$ cat src/rtl/shift_pkg.sv
// rtl/shift_pkg.sv - shared op encoding, FSM states and width for the shift sequencer
package shift_pkg;

  localparam int WIDTH = 16;

  // Same encoding the ALU control emits as func for shift opcodes
  localparam logic [1:0] OP_ROL = 2'b00;
  localparam logic [1:0] OP_SLL = 2'b01;
  localparam logic [1:0] OP_ROR = 2'b10;
  localparam logic [1:0] OP_SRL = 2'b11;

  typedef enum logic [1:0] {
    ST_IDLE  = 2'b00,
    ST_SHIFT = 2'b01,
    ST_DONE  = 2'b10
  } state_t;

endpackage

$ cat src/rtl/shift_step.sv
// rtl/shift_step.sv - combinational one-step shift/rotate; 4-position step when SHIFT_SEQ_FAST4_EN is defined
module shift_step
  import shift_pkg::*;
#(
  parameter int W = shift_pkg::WIDTH
) (
  input  logic [1:0]   op,
  input  logic [W-1:0] data,
`ifdef SHIFT_SEQ_FAST4_EN
  output logic [W-1:0] shift4,
`endif
  output logic [W-1:0] shift1
);

  always_comb begin
    shift1 = data;
    case (op)
      OP_ROL:  shift1 = {data[W-2:0], data[W-1]};
      OP_SLL:  shift1 = {data[W-2:0], 1'b0};
      OP_ROR:  shift1 = {data[0], data[W-1:1]};
      default: shift1 = {1'b0, data[W-1:1]};
    endcase
  end

`ifdef SHIFT_SEQ_FAST4_EN
  always_comb begin
    shift4 = data;
    case (op)
      OP_ROL:  shift4 = {data[W-5:0], data[W-1:W-4]};
      OP_SLL:  shift4 = {data[W-5:0], 4'b0000};
      OP_ROR:  shift4 = {data[3:0], data[W-1:4]};
      default: shift4 = {4'b0000, data[W-1:4]};
    endcase
  end
`endif

endmodule

$ cat src/rtl/shift_seq.sv
// rtl/shift_seq.sv - iterative shift/rotate sequencer with start/busy/done handshake; SHIFT_SEQ_FAST4_EN enables 4-position steps
module shift_seq
  import shift_pkg::*;
#(
  parameter int WIDTH = shift_pkg::WIDTH
) (
  input  logic             clk,
  input  logic             rst_n,
  input  logic             start,
  input  logic [1:0]       op,
  input  logic [3:0]       shamt,
  input  logic [WIDTH-1:0] in_data,
  output logic             busy,
  output logic             done,
  output logic [WIDTH-1:0] result
);

  state_t           state;
  logic [3:0]       cnt;
  logic [1:0]       op_q;
  logic [WIDTH-1:0] step1;
  logic [WIDTH-1:0] step_val;
  logic [3:0]       cnt_nxt;

`ifdef SHIFT_SEQ_FAST4_EN
  logic [WIDTH-1:0] step4;

  shift_step #(.W(WIDTH)) u_step (
    .op     (op_q),
    .data   (result),
    .shift4 (step4),
    .shift1 (step1)
  );
`else
  shift_step #(.W(WIDTH)) u_step (
    .op     (op_q),
    .data   (result),
    .shift1 (step1)
  );
`endif

  // cnt is always >= 1 while in SHIFT, so neither subtraction can wrap
  always_comb begin
    step_val = step1;
    cnt_nxt  = cnt - 4'd1;
`ifdef SHIFT_SEQ_FAST4_EN
    if (cnt >= 4'd4) begin
      step_val = step4;
      cnt_nxt  = cnt - 4'd4;
    end
`endif
  end

  always_ff @(posedge clk or negedge rst_n) begin
    if (!rst_n) begin
      state  <= ST_IDLE;
      busy   <= 1'b0;
      done   <= 1'b0;
      result <= '0;
      cnt    <= 4'd0;
      op_q   <= OP_ROL;
    end else begin
      case (state)
        ST_SHIFT: begin
          result <= step_val;
          cnt    <= cnt_nxt;
          if (cnt_nxt == 4'd0) begin
            state <= ST_DONE;
            busy  <= 1'b0;
            done  <= 1'b1;
          end
        end
        // IDLE and DONE both accept a command; DONE acceptance gives back-to-back
        default: begin
          busy <= 1'b0;
          done <= 1'b0;
          if (start) begin
            result <= in_data;
            cnt    <= shamt;
            op_q   <= op;
            if (shamt != 4'd0) begin
              state <= ST_SHIFT;
              busy  <= 1'b1;
            end else begin
              state <= ST_DONE;
              done  <= 1'b1;
            end
          end else begin
            state <= ST_IDLE;
          end
        end
      endcase
    end
  end

endmodule

$ cat config.mk
export PLATFORM = sky130hd
export DESIGN_NAME = shift_seq
export DESIGN_NICKNAME = d
export VERILOG_FILES = /design/src/rtl/shift_pkg.sv /design/src/rtl/shift_step.sv /design/src/rtl/shift_seq.sv
export SDC_FILE = /design/constraint.sdc
export NUM_CORES = 1
export LEC_CHECK = 0
export ABC_AREA = 1
export CAP_MARGIN = 15
export CORE_MARGIN = 5
export CORE_UTILIZATION = 48
export DETAILED_ROUTE_END_ITERATION = 10
export GPL_ROUTABILITY_DRIVEN = 1
export PLACE_DENSITY = 0.83
export SYNTH_ARGS = -nofsm -noshare
export SYNTH_HDL_FRONTEND = slang
export SYNTH_HIERARCHICAL = 1
export SYNTH_SLANG_ARGS = --single-unit
$ cat constraint.sdc
create_clock -name clk -period 2.18 [get_ports clk]
set_input_delay 0.218 -clock clk [delete_from_list [all_inputs] [get_ports clk]]
set_output_delay 0.218 -clock clk [all_outputs]
set_load 0.02 [all_outputs]
==> results of run 1 <==
==> worst reg2reg max path, stage by stage, from the launching register on <==
cell and delay (ps):
dfrtp_1 440, nor2_4 310, buf_4 250, nand3_1 150, nand2_1 100, nor2_1 40
==> metrics by stage <==
| step | worst slack [ps] | hold WS (ps) | power [mW] |
|---|---|---|---|
| 2_1_floorplan | 1040 | -77.6 | 1.87 |
| 3_3_place_gp | 659 | 479 | 2.30 |
| 3_5_place_dp | 627 | 503 | 2.34 |
| 4_1_cts | 542 | 233 | 2.69 |
| 5_1_grt | 494 | 266 | 2.90 |
| 6_report | 558 | 223 | 2.67 |
==> cell families after synthesis <==
group                    count (synthesis)  synth area share, %
AND/OR/NAND/NOR                        143                 42.7
buffers and inverters                   25                 10.0
flip-flops                              24                 43.0
AO/OA/AOI/OAI                            6                 2.51
adder cells (fa/ha/maj)                  2                 1.79
==> synth_stat cells (all sizes together) <==
cell	count
inv	16
nand3	24
o21ai	4
ha	2
buf	9
nand4	1
o211ai	2
dfrtp	24
nor2	7
nand2	111
==> power by group through the flow <==
stage	Combinational [mW]	Sequential (mW)	Clock [mW]
3_3_place_gp	1.40	0.907	0
2_1_floorplan	0.873	1.00	0
3_5_place_dp	1.43	0.908	0
6_report	1.43	0.901	0.338
4_1_cts	1.44	0.901	0.342
5_1_grt	1.60	0.941	0.357
==> layout by cell type, fill, tap and decap left out, drive strengths merged <==
cell | Yosys | routed
inv | 16 | 16
nand4 | 1 | 1
o211ai | 2 | 2
clkbuf | 0 | 3
nor2 | 7 | 7
ha | 2 | 2
bufinv | 0 | 1
buf | 9 | 4
o21ai | 4 | 4
dfrtp | 24 | 24
nand2 | 111 | 111
nand3 | 24 | 24
clkdlybuf4s50 | 0 | 42
==> path summary, 6_finish.rpt <==
check | start | endpoint | slack (ps) | depth (start not counted)
worst min register to register | op_q[0]$_DFFE_PN0P_ | op_q[0]$_DFFE_PN0P_ | 540 | 2
min in group clk | op[0] | op_q[0]$_DFFE_PN0P_ | 410 | 3
worst min-delay path | rst_n | state[1]$_DFFE_PN0P_ | 220 | 2
max in group asynchronous | rst_n | result[4]$_DFFE_PN0P_ | 1720 | 2
worst max-delay path | result[15]$_DFFE_PN0P_ | result[15] | 560 | 1
worst max register to register | state[1]$_DFFE_PN0P_ | state[1]$_DFFE_PN0P_ | 810 | 5
==> area by class of cell <==
| class | instances | share of cell area, % |
|---|---|---|
| sequential | 24 | 32.2 |
| clock buffer | 3 | 1.21 |
| clock inverter | 1 | 1.61 |
| inverter | 16 | 3.49 |
| multi-input combinational | 151 | 35.2 |
| timing repair buffer | 46 | 24.2 |
| tap | 31 | 2.08 |
==> state kept, by name, summed over array words and instances (netlist names) <==
signal,flops
result,16
cnt,4
op_q,2
state,2
==> routing by layer <==
metal / track usage, % / vias up / wire length, um
met3: 3.33 / 5 / 246
met5: 0 / - / 0
met1: 23.0 / 626 / 1440
met2: 27.0 / 48 / 1600
li1: - / 696 / -
met4: 5.45 / 0 / 31
==> reports/metrics.cfg, run 1 <==
[global_routing]
grt_start_max_net_pins = 25
first_global_vias = 1322
grtUsageTotal_pct = 16.9
antenna_found_initial = 0
grt_overflow = 0
grt_pass1_wl_mm = 5.75

[pwr]
peakVddDrop_uv = 913
power_leakage_nw = 0.931
p_int_mw = 1.46
pwr-share-seq_pct = 33.7
power.density_nw_per_um2 = 1430
clkPwrFrac_pct = 12.6
power.share.switching_pct = 45.4
switching_power_mw = 1.21
comb_power_share_pct = 53.7

[routing]
route.detailed.drc = 0
drt-pass1-iter-count = 4
drt_iter0_markers = 79
wl_per_cell_um = 12.2
wirelength_mm = 3.31
vias_per_cell = 5.06
vias = 1375
ant_nets = 0

[sta]
finalCritPeriodShare_pct = 74.4
max_freq_ghz = 0.617
finalSetupTns_ps = 0
tightest_slew_ps = 632
slew_headroom_pct = 57.9
finalHoldViolCount = 0
rsz0062_at_grt = no
period_minus_slack_ps = 1620
fin_skew_ps = 4.10
setup_viol = 0
finalMaxSlewViolations = 0

[die]
die_h_um = 64.0
core-area_sq_um = 2780
die_w_um = 64.0
die_area_sq_um = 4090
top_level_ports = 43
initial_utilization_pct = 50.2
num_rows = 19

[placement]
dpl_cell_area_sq_um = 1810
io_buffers = 42
placed_cells = 268
hpwl_mm = 2.38
gp_congestion = 0.811

[worst_setup_path]
worstPathRequired_ps = 1960
cp_slowest_cell = clkdlybuf4s50_1
critPathTopFamily = buffers and inverters
start_kind = register
critPathMaxStageDelay_ps = 630
end_kind = output port
timing.critical_path.buf_inv = 1
worst-setup-path-type = reg2out
crit_fanout = 4
worstPathCellList = clkdlybuf4s50_1
critPathArrivalTime_ps = 1400

[logic_synthesis]
syn_area_sq_um = 1400
synth-seq-cells = 24
syn_area_per_cell_sq_um = 6.99
syn_nets = 227
synth.distinct_cells = 16
synth_area_leaders = dfrtp_1, nand2_1, nand3_1
synth_area_leader_cell = dfrtp_1
postSynthCellCount = 200
synth_top_area_share_pct = 43.0
yosysSeqAreaShare_pct = 43.0
ys_warn_count = 6

[cells_and_area]
nFillCells = 239
final_core_util_pct = 67.0
multi_input_area_sq_um = 657
drive_above_1_share_pct = 6.64
syn_to_final_growth_pct = 33.4
antenna_cells = 0
ff_latch_area_sq_um = 601
fin_area_sq_um = 1860
fin_cells = 272
nets = 269

[cts]
clock_path_buffers = 2
clock_sinks = 24
clkLatencyLatePin_ps = 330
cts_tree = built
htreeDepth = 1
clk_pin_slew_worst_paths_ps = 150
ctsHoldBuffers = 0
cts_resized = 0
cts_setup_buffers = 0
cts_root_buf = clkbuf_4
cts_buffers = 3

[min_path]
hp-class = in2async

[status]
run_status = completed

[run]
max-cap-violations = 0

Power figures use the tool's default switching activity.
==> run 2: changes to the inputs <==
--- a/config.mk
+++ b/config.mk
@@ -8,10 +8,10 @@
 export ABC_AREA = 1
 export CAP_MARGIN = 15
 export CORE_MARGIN = 5
-export CORE_UTILIZATION = 48
+export CORE_UTILIZATION = 46
 export DETAILED_ROUTE_END_ITERATION = 10
 export GPL_ROUTABILITY_DRIVEN = 1
-export PLACE_DENSITY = 0.83
+export PLACE_DENSITY = 0.8
 export SYNTH_ARGS = -nofsm -noshare
 export SYNTH_HDL_FRONTEND = slang
 export SYNTH_HIERARCHICAL = 1
==> constraint.sdc (replaced) <==
create_clock -name clk -period 1.7 [get_ports clk]
set_input_delay 0.17 -clock clk [delete_from_list [all_inputs] [get_ports clk]]
set_output_delay 0.17 -clock clk [all_outputs]
set_load 0.02 [all_outputs]
==> run 2 against run 1 <==
Sequential share of layout area up 0.35 points. Design area fell by 1.1%. Setup slack worse by 410 ps. Die area is 3.7% higher. Critical path depth unchanged. Sequential power is 29% higher. Non-clock buffer count increased by 1. Utilization shrank 5.1 points. Register-to-register slack worse by 400 ps.
==> reports/metrics.cfg, run 2 (synthesis gave the netlist of run 1 again) <==
[cells_and_area]
final_core_util_pct = 61.9  ; -5.1 points
max_flop_register = result
nets = 270  ; +0.37%
final_common_cell = nand2_1
largest_reg_flops = 16  ; unchanged
antenna_cells = 0  ; unchanged
syn_to_final_growth_pct = 32.0
top_regs = result x16, cnt x4
drive_above_1_share_pct = 6.64  ; unchanged
final_cell_mix = nand2_1, clkdlybuf4s50_1, nand3_1, dfrtp_1, inv_1

[worst_setup_path]
start_kind = register
path_depth = 1  ; unchanged
cp_slowest_cell = clkdlybuf4s50_1
critPathArrivalTime_ps = 1390  ; about the same
worstPathRequired_ps = 1530  ; -430 ps
r2r_start = op_q[1]$_DFFE_PN0P_
rrSetupSlack_ps = 410  ; -400 ps
worstSetupStartpoint = result[13]$_DFFE_PN0P_
end_kind = output port
timing.critical_path.buf_inv = 1  ; unchanged
crit_fanout = 4  ; unchanged
critPathTopFamily = buffers and inverters
r2r_cells = 4  ; -1
worst-setup-path-type = reg2out
worstPathCellList = clkdlybuf4s50_1
critPathMaxStageDelay_ps = 640  ; about the same
endpoint = result[13]
r2r_end = result[11]$_DFFE_PN0P_

[die]
die_area_sq_um = 4240  ; +3.7%
die_h_um = 65.1  ; +1.8%
die_w_um = 65.1  ; +1.8%
initial_utilization_pct = 46.9  ; -3.3 points
core-area_sq_um = 2980  ; +7.1%
top_level_ports = 43  ; unchanged
num_rows = 20  ; +1

[global_routing]
first_global_vias = 1276  ; -3.5%
grt_pass1_wl_mm = 5.53  ; -3.8%
grt_overflow = 0  ; unchanged
antenna_found_initial = 0  ; unchanged
grtUsageTotal_pct = 16.4  ; -0.53 points
grt_start_max_net_pins = 25  ; unchanged

[sta]
period_minus_slack_ps = 1560
fin_skew_ps = 2.94  ; -1.16 ps
finalHoldViolCount = 0  ; unchanged
setup_slack_ps = 143  ; -415 ps
whs_ps = 201  ; -22.4 ps
rsz0062_at_grt = no
finalSetupTns_ps = 0  ; unchanged
finalCritPeriodShare_pct = 91.6
slew_headroom_pct = 59.2  ; +1.3 points
finalMaxSlewViolations = 0  ; unchanged
setup_viol = 0  ; unchanged
tightest_slew_ps = 612  ; -20.0 ps
max_freq_ghz = 0.642

[cts]
cts_setup_buffers = 0  ; unchanged
clkLatencyLatePin_ps = 300  ; -30 ps
htreeDepth = 1  ; unchanged
clk_pin_slew_worst_paths_ps = 120  ; -30 ps
cts_buffers = 3  ; unchanged
cts_root_buf = clkbuf_4
clock_path_buffers = 2  ; unchanged
cts_resized = 0  ; unchanged
cts_tree = built
ctsHoldBuffers = 0  ; unchanged
clock_sinks = 24  ; unchanged

[routing]
route.detailed.drc = 0  ; unchanged
wirelength_mm = 3.21  ; -3.0%
vias_per_cell = 4.93  ; -2.5%
wl_per_cell_um = 11.7  ; -3.7%
ant_nets = 0  ; unchanged
drt-pass1-iter-count = 4  ; unchanged
drt_iter0_markers = 53  ; -33%
vias = 1351  ; -1.7%

[placement]
place_worst_setup_slack_ps = 384  ; -243 ps
hpwl_mm = 2.39  ; +0.31%
io_buffers = 42  ; unchanged
gp_congestion = 0.860  ; +6.0%

[pwr]
power_leakage_nw = 0.922  ; -0.96%
peakVddDrop_uv = 996  ; +9.0%
power.density_nw_per_um2 = 1750  ; +22%

[min_path]
hp-class = in2async

[status]
run_status = completed

[run]
max-cap-violations = 0  ; unchanged

run 2: where the power goes:
| group | total [mW] | leakage [nW] | switching [mW] | internal (mW) |
|---|---|---|---|---|
| logic | 1.83 | 0.609 | 1.02 | 0.806 |
| registers | 1.16 | 0.300 | 0.322 | 0.836 |
| clock network | 0.242 | 0.0138 | 0.159 | 0.0827 |
| total | 3.23 | 0.922 | 1.50 | 1.73 |
run 2: per-layer routing:
| metal | vias up | track usage, % | part of all wire, % |
|---|---|---|---|
| met5 | - | 0 | 0 |
| met2 | 35 | 27.8 | 48 |
| li1 | 696 | - | - |
| met3 | 4 | 2.05 | 5.0 |
| met1 | 616 | 21.0 | 45 |
| met4 | 0 | 6.99 | 1.4 |
run 2: worst min path at each step:
stage	start	endpoint	slack (ps)
final	rst_n	state[0]$_DFFE_PN0P_	200
after floorplan	rst_n	cnt[0]$_DFFE_PN0P_	-130
after CTS	rst_n	result[0]$_DFFE_PN0P_	200
after detailed placement	op_q[0]$_DFFE_PN0P_	op_q[0]$_DFFE_PN0P_	500
after global routing	rst_n	result[2]$_DFFE_PN0P_	210
after global placement	op_q[0]$_DFFE_PN0P_	op_q[0]$_DFFE_PN0P_	490
run 2: area by class of cell:
type	instances	area, sq um
inverter	16	65.1
tap	33	41.3
timing repair buffer	47	458
sequential	24	601
clock buffer	3	22.5
multi-input combinational	151	657
fill	255	1130
run 2: per-stage QoR:
stage          instances  power (mW)  cell area (sq um)
2_1_floorplan        200        2.40               1400
3_3_place_gp         271        2.97               1820
3_5_place_dp         271        3.00               1820
4_1_cts              274        3.26               1840
5_1_grt              274        3.54               1840
6_report             274        3.23               1840
==> run 3: changes to the inputs <==
--- a/config.mk
+++ b/config.mk
@@ -6,7 +6,7 @@
 export NUM_CORES = 1
 export LEC_CHECK = 0
 export ABC_AREA = 1
-export CAP_MARGIN = 15
+export CAP_MARGIN = 40
 export CORE_MARGIN = 5
 export CORE_UTILIZATION = 46
 export DETAILED_ROUTE_END_ITERATION = 10
==> constraint.sdc (replaced) <==
create_clock -name clk -period 1.5 [get_ports clk]
set_input_delay 0.15 -clock clk [delete_from_list [all_inputs] [get_ports clk]]
set_output_delay 0.15 -clock clk [all_outputs]
set_load 0.02 [all_outputs]
==> run 3 against run 2 <==
Register-to-register slack worse by 120 ps. Cell count up 1.5%. Wire length up 0.90%. First-iteration DRC count up 28%. Largest cell class unchanged. Highest routed layer unchanged.
==> reports/metrics.cfg, run 3 (synthesis gave the netlist of run 1 again) <==
[cts]
clock_path_buffers = 2  ; unchanged
cts_setup_buffers = 0  ; unchanged
clock_sinks = 24  ; unchanged
clk_pin_slew_worst_paths_ps = 140  ; +20 ps
ctsHoldBuffers = 0  ; unchanged
cts_root_buf = clkbuf_4
cts_tree = built
cts_buffers = 3  ; unchanged
clkLatencyLatePin_ps = 320  ; +20 ps
htreeDepth = 1  ; unchanged

[cells_and_area]
antenna_cells = 0  ; unchanged
largest_reg_flops = 16  ; unchanged
top_regs = result x16, cnt x4
max_flop_register = result
final_cell_mix = nand2_1, clkdlybuf4s50_1, nand3_1, dfrtp_1
final_common_cell = nand2_1
multi_input_area_sq_um = 657  ; unchanged
ff_latch_area_sq_um = 601  ; unchanged
nFillCells = 274  ; +7.5%
final_core_util_pct = 63.2  ; +1.3 points
drive_above_1_share_pct = 8.16  ; +1.5 points
nets = 273  ; +1.1%
syn_to_final_growth_pct = 34.7

[sta]
finalMaxSlewViolations = 0  ; unchanged
tightest_slew_ps = 435  ; -177 ps
max_freq_ghz = 0.695
finalHoldViolCount = 0  ; unchanged
finalSetupTns_ps = 0  ; unchanged
whs_ps = 171  ; -29.5 ps
rsz0062_at_grt = no
slew_headroom_pct = 71.0  ; +12 points
finalCritPeriodShare_pct = 95.9
fin_skew_ps = 10.8  ; +7.90 ps
period_minus_slack_ps = 1440
setup_viol = 0  ; unchanged

[worst_setup_path]
worst-setup-path-type = reg2out
cp_slowest_cell = clkdlybuf4s50_1
worstPathCellList = clkdlybuf4s50_1
timing.critical_path.buf_inv = 1  ; unchanged
end_kind = output port
start_kind = register
critPathMaxStageDelay_ps = 600  ; -40 ps
critPathArrivalTime_ps = 1290  ; -100 ps
crit_fanout = 2  ; -2
critPathTopFamily = buffers and inverters
worstPathRequired_ps = 1350  ; -180 ps

[global_routing]
antenna_found_initial = 0  ; unchanged
grt_overflow = 0  ; unchanged
grt_pass1_wl_mm = 5.38  ; -2.9%
first_global_vias = 1232  ; -3.4%
grtUsageTotal_pct = 16.0  ; -0.39 points
grt_start_max_net_pins = 25  ; unchanged

[routing]
ant_nets = 0  ; unchanged
drt_iter0_markers = 68  ; +28%
drt-pass1-iter-count = 4  ; unchanged
vias_per_cell = 5.03  ; +2.0%
wirelength_mm = 3.24  ; +0.90%
vias = 1398  ; +3.5%
wl_per_cell_um = 11.7  ; -0.55%
route.detailed.drc = 0  ; unchanged

[die]
num_rows = 20  ; unchanged
core-area_sq_um = 2980  ; unchanged
initial_utilization_pct = 46.9  ; unchanged
die_w_um = 65.1  ; unchanged
die_area_sq_um = 4240  ; unchanged
die_h_um = 65.1  ; unchanged
top_level_ports = 43  ; unchanged

[pwr]
switching_power_mw = 1.73  ; +15%
clkPwrFrac_pct = 12.5  ; +5.0 points
comb_power_share_pct = 53.7  ; -3.0 points
p_int_mw = 2.05  ; +19%
power_leakage_nw = 1.02  ; +11%
pwr-share-seq_pct = 33.8  ; -2.1 points
peakVddDrop_uv = 1120  ; +13%
power.share.switching_pct = 45.7  ; -0.87 points
power.density_nw_per_um2 = 2010  ; +15%

[placement]
io_buffers = 42  ; unchanged
hpwl_mm = 2.42  ; +1.4%
gp_congestion = 0.888  ; +3.3%

[run]
max-cap-violations = 0  ; unchanged

[min_path]
hp-class = in2async

[status]
run_status = completed

-- run 3: power by group through the flow --
| stage | sequential [mW] | combinational (mW) | clock (mW) |
|---|---|---|---|
| 6_report | 1.28 | 2.03 | 0.472 |
| 5_1_grt | 1.34 | 2.29 | 0.501 |
| 4_1_cts | 1.28 | 2.05 | 0.482 |
| 3_5_place_dp | 1.30 | 2.16 | 0 |
| 3_3_place_gp | 1.30 | 2.12 | 0 |
| 2_1_floorplan | 1.46 | 1.27 | 0 |
-- run 3: layout make-up --
| cell class | instances | area share, % |
|---|---|---|
| flip-flops and latches | 24 | 31.9 |
| clock inverters | 1 | 1.59 |
| well taps | 33 | 2.19 |
| inverters | 16 | 3.46 |
| clock buffers | 3 | 1.20 |
| repair buffers | 50 | 24.8 |
| multi-input cells | 151 | 34.9 |
-- run 3: layer usage --
| layer | vias to the layer above | part of all wire (%) | GRT usage (%) |
|---|---|---|---|
| met2 | 50 | 48 | 26.1 |
| li1 | 704 | - | - |
| met1 | 639 | 45 | 21.9 |
| met5 | - | 0 | 0 |
| met3 | 5 | 6.3 | 1.88 |
| met4 | 0 | 1.4 | 5.96 |
-- run 3: path summary, 6_finish.rpt --
check                           slack [ps]  cells past startpoint                 start                      to
worst max-delay path                    60                      1  state[0]$_DFFE_PN0P_                    busy
worst min-delay path                   170                      2                 rst_n    state[1]$_DFFE_PN0P_
worst max register to register         290                      7  state[0]$_DFFE_PN0P_  result[14]$_DFFE_PN0P_
max in group asynchronous             1080                      2                 rst_n      cnt[3]$_DFFE_PN0P_
min in group clk                       360                      3            in_data[1]   result[1]$_DFFE_PN0P_
worst min register to register         540                      2   op_q[0]$_DFFE_PN0P_     op_q[0]$_DFFE_PN0P_
-- run 3: timing repair --
| item | in CTS | in global routing |
|---|---|---|
| setup endpoints to repair | 15 | 2 |
| gates resized for setup | 15 | 2 |
| hold endpoints to repair | 0 | 0 |
-- run 3: through the flow --
step	setup WS [ps]	std cells	cell area [sq um]	total power, mW
after CTS	17.1	278	1880	3.81
after global routing	4.69	278	1880	4.12
after floorplan	356	200	1400	2.72
after global placement	214	274	1840	3.43
after detailed placement	195	274	1840	3.46
final	61.0	278	1880	3.78
